<file path="src/rtl/seg_scan_ctrl.sv">
// -----------------------------------------------------------------------------
// seg_scan_ctrl
//   Time-multiplexes one shared 4-bit-to-7-segment decoder across NUM_DIGITS
//   common-anode digits. A host word is accepted into a pending buffer through
//   a valid/ready handshake. It is copied into the displayed (shadow) word only
//   in the last cycle of a frame, so a frame never shows a mix of two words.
//   Each digit slot starts with a blanking interval to stop ghosting.
//
// Ports
//   clk         in   rising-edge system clock
//   reset_n     in   asynchronous active-low reset
//   wr_valid    in   host presents wr_data
//   wr_ready    out  pending buffer empty (write accepted when valid & ready)
//   wr_data     in   nibble i is the value of digit i
//   blank_lz    in   1 = suppress leading zeros (sampled at count 0 of a slot)
//   digit_num   out  shared decoder input, 4'hF = blank code
//   digit_en_n  out  active-low digit enables, at most one low
//   frame_tick  out  one-cycle pulse in the last cycle of every frame
// -----------------------------------------------------------------------------
module seg_scan_ctrl #(
    parameter int NUM_DIGITS   = 4,
    parameter int SCAN_DIV     = 50000,
    parameter int BLANK_CYCLES = 500
) (
    input  logic                    clk,
    input  logic                    reset_n,
    input  logic                    wr_valid,
    output logic                    wr_ready,
    input  logic [4*NUM_DIGITS-1:0] wr_data,
    input  logic                    blank_lz,
    output logic [3:0]              digit_num,
    output logic [NUM_DIGITS-1:0]   digit_en_n,
    output logic                    frame_tick
);

    localparam int CNT_W = (SCAN_DIV > 1) ? $clog2(SCAN_DIV) : 1;
    localparam int IDX_W = (NUM_DIGITS > 1) ? $clog2(NUM_DIGITS) : 1;
    localparam logic [CNT_W-1:0] CNT_LAST = CNT_W'(SCAN_DIV - 1);
    localparam logic [IDX_W-1:0] IDX_LAST = IDX_W'(NUM_DIGITS - 1);

    localparam logic [0:0] ST_BLANK = 1'b0;
    localparam logic [0:0] ST_DRIVE = 1'b1;

    logic [CNT_W-1:0]        cnt_q, cnt_d;
    logic [IDX_W-1:0]        idx_q, idx_d;
    logic [4*NUM_DIGITS-1:0] shadow_q, shadow_d;
    logic [4*NUM_DIGITS-1:0] pend_q, pend_d;
    logic                    pfull_q, pfull_d;
    logic                    lz_q, lz_d;
    logic [3:0]              num_q, num_d;
    logic [NUM_DIGITS-1:0]   en_q, en_d;
    logic                    tick_q, tick_d;
    logic [0:0]              state_d;
    logic                    last_slot, frame_end, suppress;

    // True when digit idx and every more significant digit are zero.
    function automatic logic upper_zero(input logic [4*NUM_DIGITS-1:0] word,
                                        input logic [IDX_W-1:0]        idx);
        for (int i = 0; i < NUM_DIGITS; i++) begin
            if (i >= int'(idx) && word[4*i +: 4] != 4'h0) return 1'b0;
        end
        return 1'b1;
    endfunction

    // Outputs are computed from the next-state counter/index/shadow so the
    // registered outputs line up with the counter value of the same cycle.
    always_comb begin
        last_slot = (cnt_q == CNT_LAST);
        frame_end = last_slot && (idx_q == IDX_LAST);

        cnt_d = last_slot ? '0 : cnt_q + 1'b1;
        idx_d = idx_q;
        if (last_slot) idx_d = (idx_q == IDX_LAST) ? '0 : idx_q + 1'b1;

        // Commit is evaluated before acceptance: a write landing in the commit
        // cycle only fills pending and waits for the next frame end.
        shadow_d = shadow_q;
        pend_d   = pend_q;
        pfull_d  = pfull_q;
        if (frame_end && pfull_q) begin
            shadow_d = pend_q;
            pfull_d  = 1'b0;
        end
        if (wr_valid && !pfull_q) begin
            pend_d  = wr_data;
            pfull_d = 1'b1;
        end

        lz_d = (cnt_q == '0) ? blank_lz : lz_q;

        state_d  = (int'(cnt_d) < BLANK_CYCLES) ? ST_BLANK : ST_DRIVE;
        suppress = lz_d && (idx_d != '0) && upper_zero(shadow_d, idx_d);

        num_d = 4'hF;
        en_d  = '1;
        if (state_d == ST_DRIVE && !suppress) begin
            num_d = shadow_d[4*int'(idx_d) +: 4];
            en_d  = ~(NUM_DIGITS'(1) << idx_d);
        end

        tick_d = (cnt_d == CNT_LAST) && (idx_d == IDX_LAST);
    end

    always_ff @(posedge clk or negedge reset_n) begin
        if (!reset_n) begin
            cnt_q    <= '0;
            idx_q    <= '0;
            shadow_q <= '0;
            pend_q   <= '0;
            pfull_q  <= 1'b0;
            lz_q     <= 1'b0;
            num_q    <= 4'hF;
            en_q     <= '1;
            tick_q   <= 1'b0;
        end else begin
            cnt_q    <= cnt_d;
            idx_q    <= idx_d;
            shadow_q <= shadow_d;
            pend_q   <= pend_d;
            pfull_q  <= pfull_d;
            lz_q     <= lz_d;
            num_q    <= num_d;
            en_q     <= en_d;
            tick_q   <= tick_d;
        end
    end

    assign wr_ready   = ~pfull_q;
    assign digit_num  = num_q;
    assign digit_en_n = en_q;
    assign frame_tick = tick_q;

endmodule
</file>
<file path="config.mk">
export PLATFORM = sky130hd
export DESIGN_NAME = seg_scan_ctrl
export DESIGN_NICKNAME = d
export VERILOG_FILES = /design/src/rtl/seg_scan_ctrl.sv
export SDC_FILE = /design/constraint.sdc
export NUM_CORES = 1
export LEC_CHECK = 0
export BUFFER_PORTS_ARGS = -buffer_cell sky130_fd_sc_hd__clkbuf_2
export CAP_MARGIN = 20
export CELL_PAD_IN_SITES_DETAIL_PLACEMENT = 0
export CELL_PAD_IN_SITES_GLOBAL_PLACEMENT = 1
export CORE_ASPECT_RATIO = 0.7
export CORE_MARGIN = 1
export CORE_UTILIZATION = 28
export CTS_CLUSTER_DIAMETER = 150
export DETAILED_ROUTE_END_ITERATION = 16
export PLACE_DENSITY_LB_ADDON = 0.2
export REMOVE_ABC_BUFFERS = 1
export SYNTH_ARGS = -nofsm -noshare
export SYNTH_HDL_FRONTEND = slang
export SYNTH_SLANG_ARGS = --single-unit
export TNS_END_PERCENT = 100
</file>
<file path="constraint.sdc">
create_clock -name clk -period 8.55 [get_ports clk]
set_input_delay 0 -clock clk [delete_from_list [all_inputs] [get_ports clk]]
set_output_delay 0 -clock clk [all_outputs]
set_load 0.02 [all_outputs]
</file>
==> results by group <==
Outcome
  • Status: finished with violations
  • Failing checks: design-rule violations

Global route
  • Met1 GRT Util: 21.0%
  • First-pass GRT wire length: about 11000 um
  • Largest net degree at the start of global routing: 62
  • Total GRT Usage: 13.1%
  • GRT overflow: 0
  • Met3 usage: under 10%
  • Busiest grt layer: met1
  • Number of global-route vias before repair: 1921
  • Met2 usage in global routing: between 10% and 20%
  • Antenna violations before repair: 0

Synthesis
  • Synth Area in Simple Gates: about a fifth
  • FF+latch count, synth: 61
  • Number of flops mapped to enable cells by yosys: 0
  • Synth Instances: between 200 and 300
  • XOR/XNOR Fraction of Synth Area: approximately 3.8%
  • Cell taking the most area after synthesis: dfrtp_1
  • Post-Syn Area: 2980 um2
  • Post-synthesis adder-cell area fraction: 1.68%
  • Multiplexer share of the synthesized area: 13.3%
  • Register area share after synthesis: between 50% and 60%
  • Synth top area share: 44.6%
  • Compound-cell area share of the yosys netlist: 6.52%
  • Yosys warns: 0
  • Largest family of logic cells by synthesized area: simple AND/OR/NAND/NOR gates
  • Predominant post-synthesis flop cell: dfrtp_1
  • Syn Area/Cell: around 12 um2
  • Asr flop ratio synth: 100%
  • Synth top area cells: dfrtp_1 45%, mux2_2 10%, dfstp_2 7.1%
  • Netlist cell types: 56

Timing
  • Max Clock Skew: 4.56 ps
  • Max Transition Viols Final: 0
  • Period Utilization, post-route: 36.3%
  • Post-route setup slack: 5450 ps
  • Setup TNS: 0 ps
  • Min Tclk post-route: 3100 ps
  • RSZ-0062 raised after global routing: no
  • Slew @ Worst Pin: 784 ps
  • Final setup viols: 0
  • Final hold vios: 0
  • Rel. slew slack: between 40% and 50%
  • Peak Freq: ~320 MHz

Worst setup path
  • Setup crit start kind: flop
  • Family with the most delay on the worst path: simple AND/OR/NAND/NOR gates
  • Worst Path Max Fanout: 16
  • CP Data Arrival Time: 3330 ps
  • R2R Setup Slk: between 5000 and 6000 ps
  • R2R depth: 6
  • Worst path depth: 6
  • CP max stage cell: or4_4
  • CP Buf/Inv Count: 1
  • Largest stage delay, worst path: 630 ps
  • Worst Path Required: 8780 ps
  • Critical-path cell list: or4_4, nor4_4, mux2i_1, clkinv_2, o211ai_1, o2111ai_1
  • Crit path capture type: flop
  • Critical path class: flop to flop

Finish
  • Inserted Diodes: 0
  • Layout cell share with drive strength beyond 1: 32.2%
  • Commonest non-fill, non-tap cell in the layout: dfrtp_1
  • Most frequent cells in the layout: 53 x dfrtp_1, 29 x clkbuf_2, 27 x mux2_2
  • Area growth syn-to-layout: 25.4%
  • Final Instance Count excl. Fillers: ~440
  • Fin util: 36.0%
  • Fin nets: 326

Power
  • Peak VDD IR: 0.0916 mV
  • Pwr Total: 0.727 mW
  • Pwr per Cell Area: 195 nW/um2
  • P_leak: between 1.5 and 2 nW

CTS
  • Sinks on the clock net: approximately 60
  • Total clock buffers created by CTS: 9
  • Clk root buf: clkbuf_16
  • Clock Pin Slew Worst Setup and Hold Paths: approximately 50 ps
  • Skew-Pair Late Insertion Delay: between 300 and 400 ps
  • CTS tree: built
  • CTS max path bufs: 2
  • H-tree depth: 3

Routing
  • DRT iter0 DRCs: 97
  • Post-DR vias/cell: 4.69
  • First-pass iteration count of the detailed router: 10
  • Routed WL: 6580 um
  • DR DRC count: 3
  • Drt wl/cell: 15.0 um
  • Antenna-violating nets left: 0
  • Total number of vias: 2060

Floorplanning
  • Die Y: between 80 and 90 um
  • Site row count: 31
  • Die span in x: between 100 and 150 um
  • Die footprint: around 11000 um2
  • Starting Density: 28.7%
  • Core Region: 10400 um2
  • Ports: 30

Place
  • RD Place Congestion: 0.751
  • Placed Instances: 404
  • Post-Place Setup Slack: 5460 ps
  • HPWL after DPL: between 4000 and 5000 um
  • # port buffers: 29

Worst hold path
  • Min-delay worst type: input pin to asynchronous set/reset pin

Job
  • Total of max-cap violations: 0
==> cell families (layout without fill, tap and decap cells) <==
kind of cell | count (synthesis) | after routing
AND/OR/NAND/NOR | 92 | 92
flip-flops | 61 | 61
multiplexers | 36 | 36
AO/OA/AOI/OAI | 27 | 27
buffers and inverters | 18 | 74
XOR/XNOR | 13 | 13
adder cells (fa/ha/maj) | 4 | 4
==> what timing repair did <==
item                      4_1_cts  5_1_grt
buffers inserted                0        0
gates resized for setup         0        0
hold buffers                   19        0
hold endpoints to repair       71        0
==> through the flow <==
step / hold WS [ps] / cell area [um2]
3_5_place_dp: 222 / 3220
2_1_floorplan: -296 / 2880
5_1_grt: 429 / 3730
3_3_place_gp: 220 / 3220
4_1_cts: 414 / 3730
6_report: 388 / 3730
==> worst reg2reg max path: stages (launching register included) <==
cell	delay, ps
dfrtp_1	480
or4_4	630
nor4_4	530
mux2i_1	530
clkinv_2	370
o211ai_1	330
o2111ai_1	150
==> Yosys cell counts, types with 3 or more instances <==
cell and n:
inv_1 5, nor2_1 12, ha_1 4, xor2_1 7
nand2_1 15, and3_1 4, or3_1 4, o21ai_0 6
mux2i_1 7, a21oi_1 5, dfrtp_1 53, mux2_2 27
buf_6 3, nor4_1 5, o211ai_1 6, xnor2_1 6
o2111ai_1 3, nand3_1 17, nand4_1 8, nor3_1 6
dfstp_2 8
==> per-layer routing <==
| layer | wire length, um | vias up |
|---|---|---|
| met4 | 42 | 0 |
| met3 | 265 | 4 |
| met1 | 3870 | 988 |
| li1 | - | 1032 |
| met5 | 0 | - |
| met2 | 2400 | 36 |
==> flip-flops by register name (all words and copies together) (netlist names), 2 cells and up <==
name	cells
shadow_q	16
digit_en_n	4
pend_q	16
cnt_q	16
idx_q	2
digit_num	4
==> final cells by class <==
cell class              instances  area, um2
clock buffers                  12        256
clock inverters                 4       70.1
multi-input cells             172       1320
repair buffers                 51        358
well taps                     132        165
inverters                       7       27.5
fillers                      1010       6620
flip-flops and latches         61       1540
==> power by group <==
part	total, mW	internal [mW]	leakage [nW]	switching, mW
registers	0.306	0.299	0.772	0.00678
logic	0.0282	0.0170	0.695	0.0112
clock network	0.392	0.270	0.163	0.123
total	0.727	0.586	1.63	0.141
==> final timing paths <==
path | end | from
worst min-delay path | pend_q[3] | reset_n
worst max-delay path | digit_num[1] | cnt_q[4]
worst max register to register | digit_num[1] | cnt_q[4]
min in group clk | pfull_q | wr_valid
worst min register to register | lz_q | lz_q
max in group asynchronous | cnt_q[1] | reset_n
No activity file was read; power rests on OpenSTA's default activity.
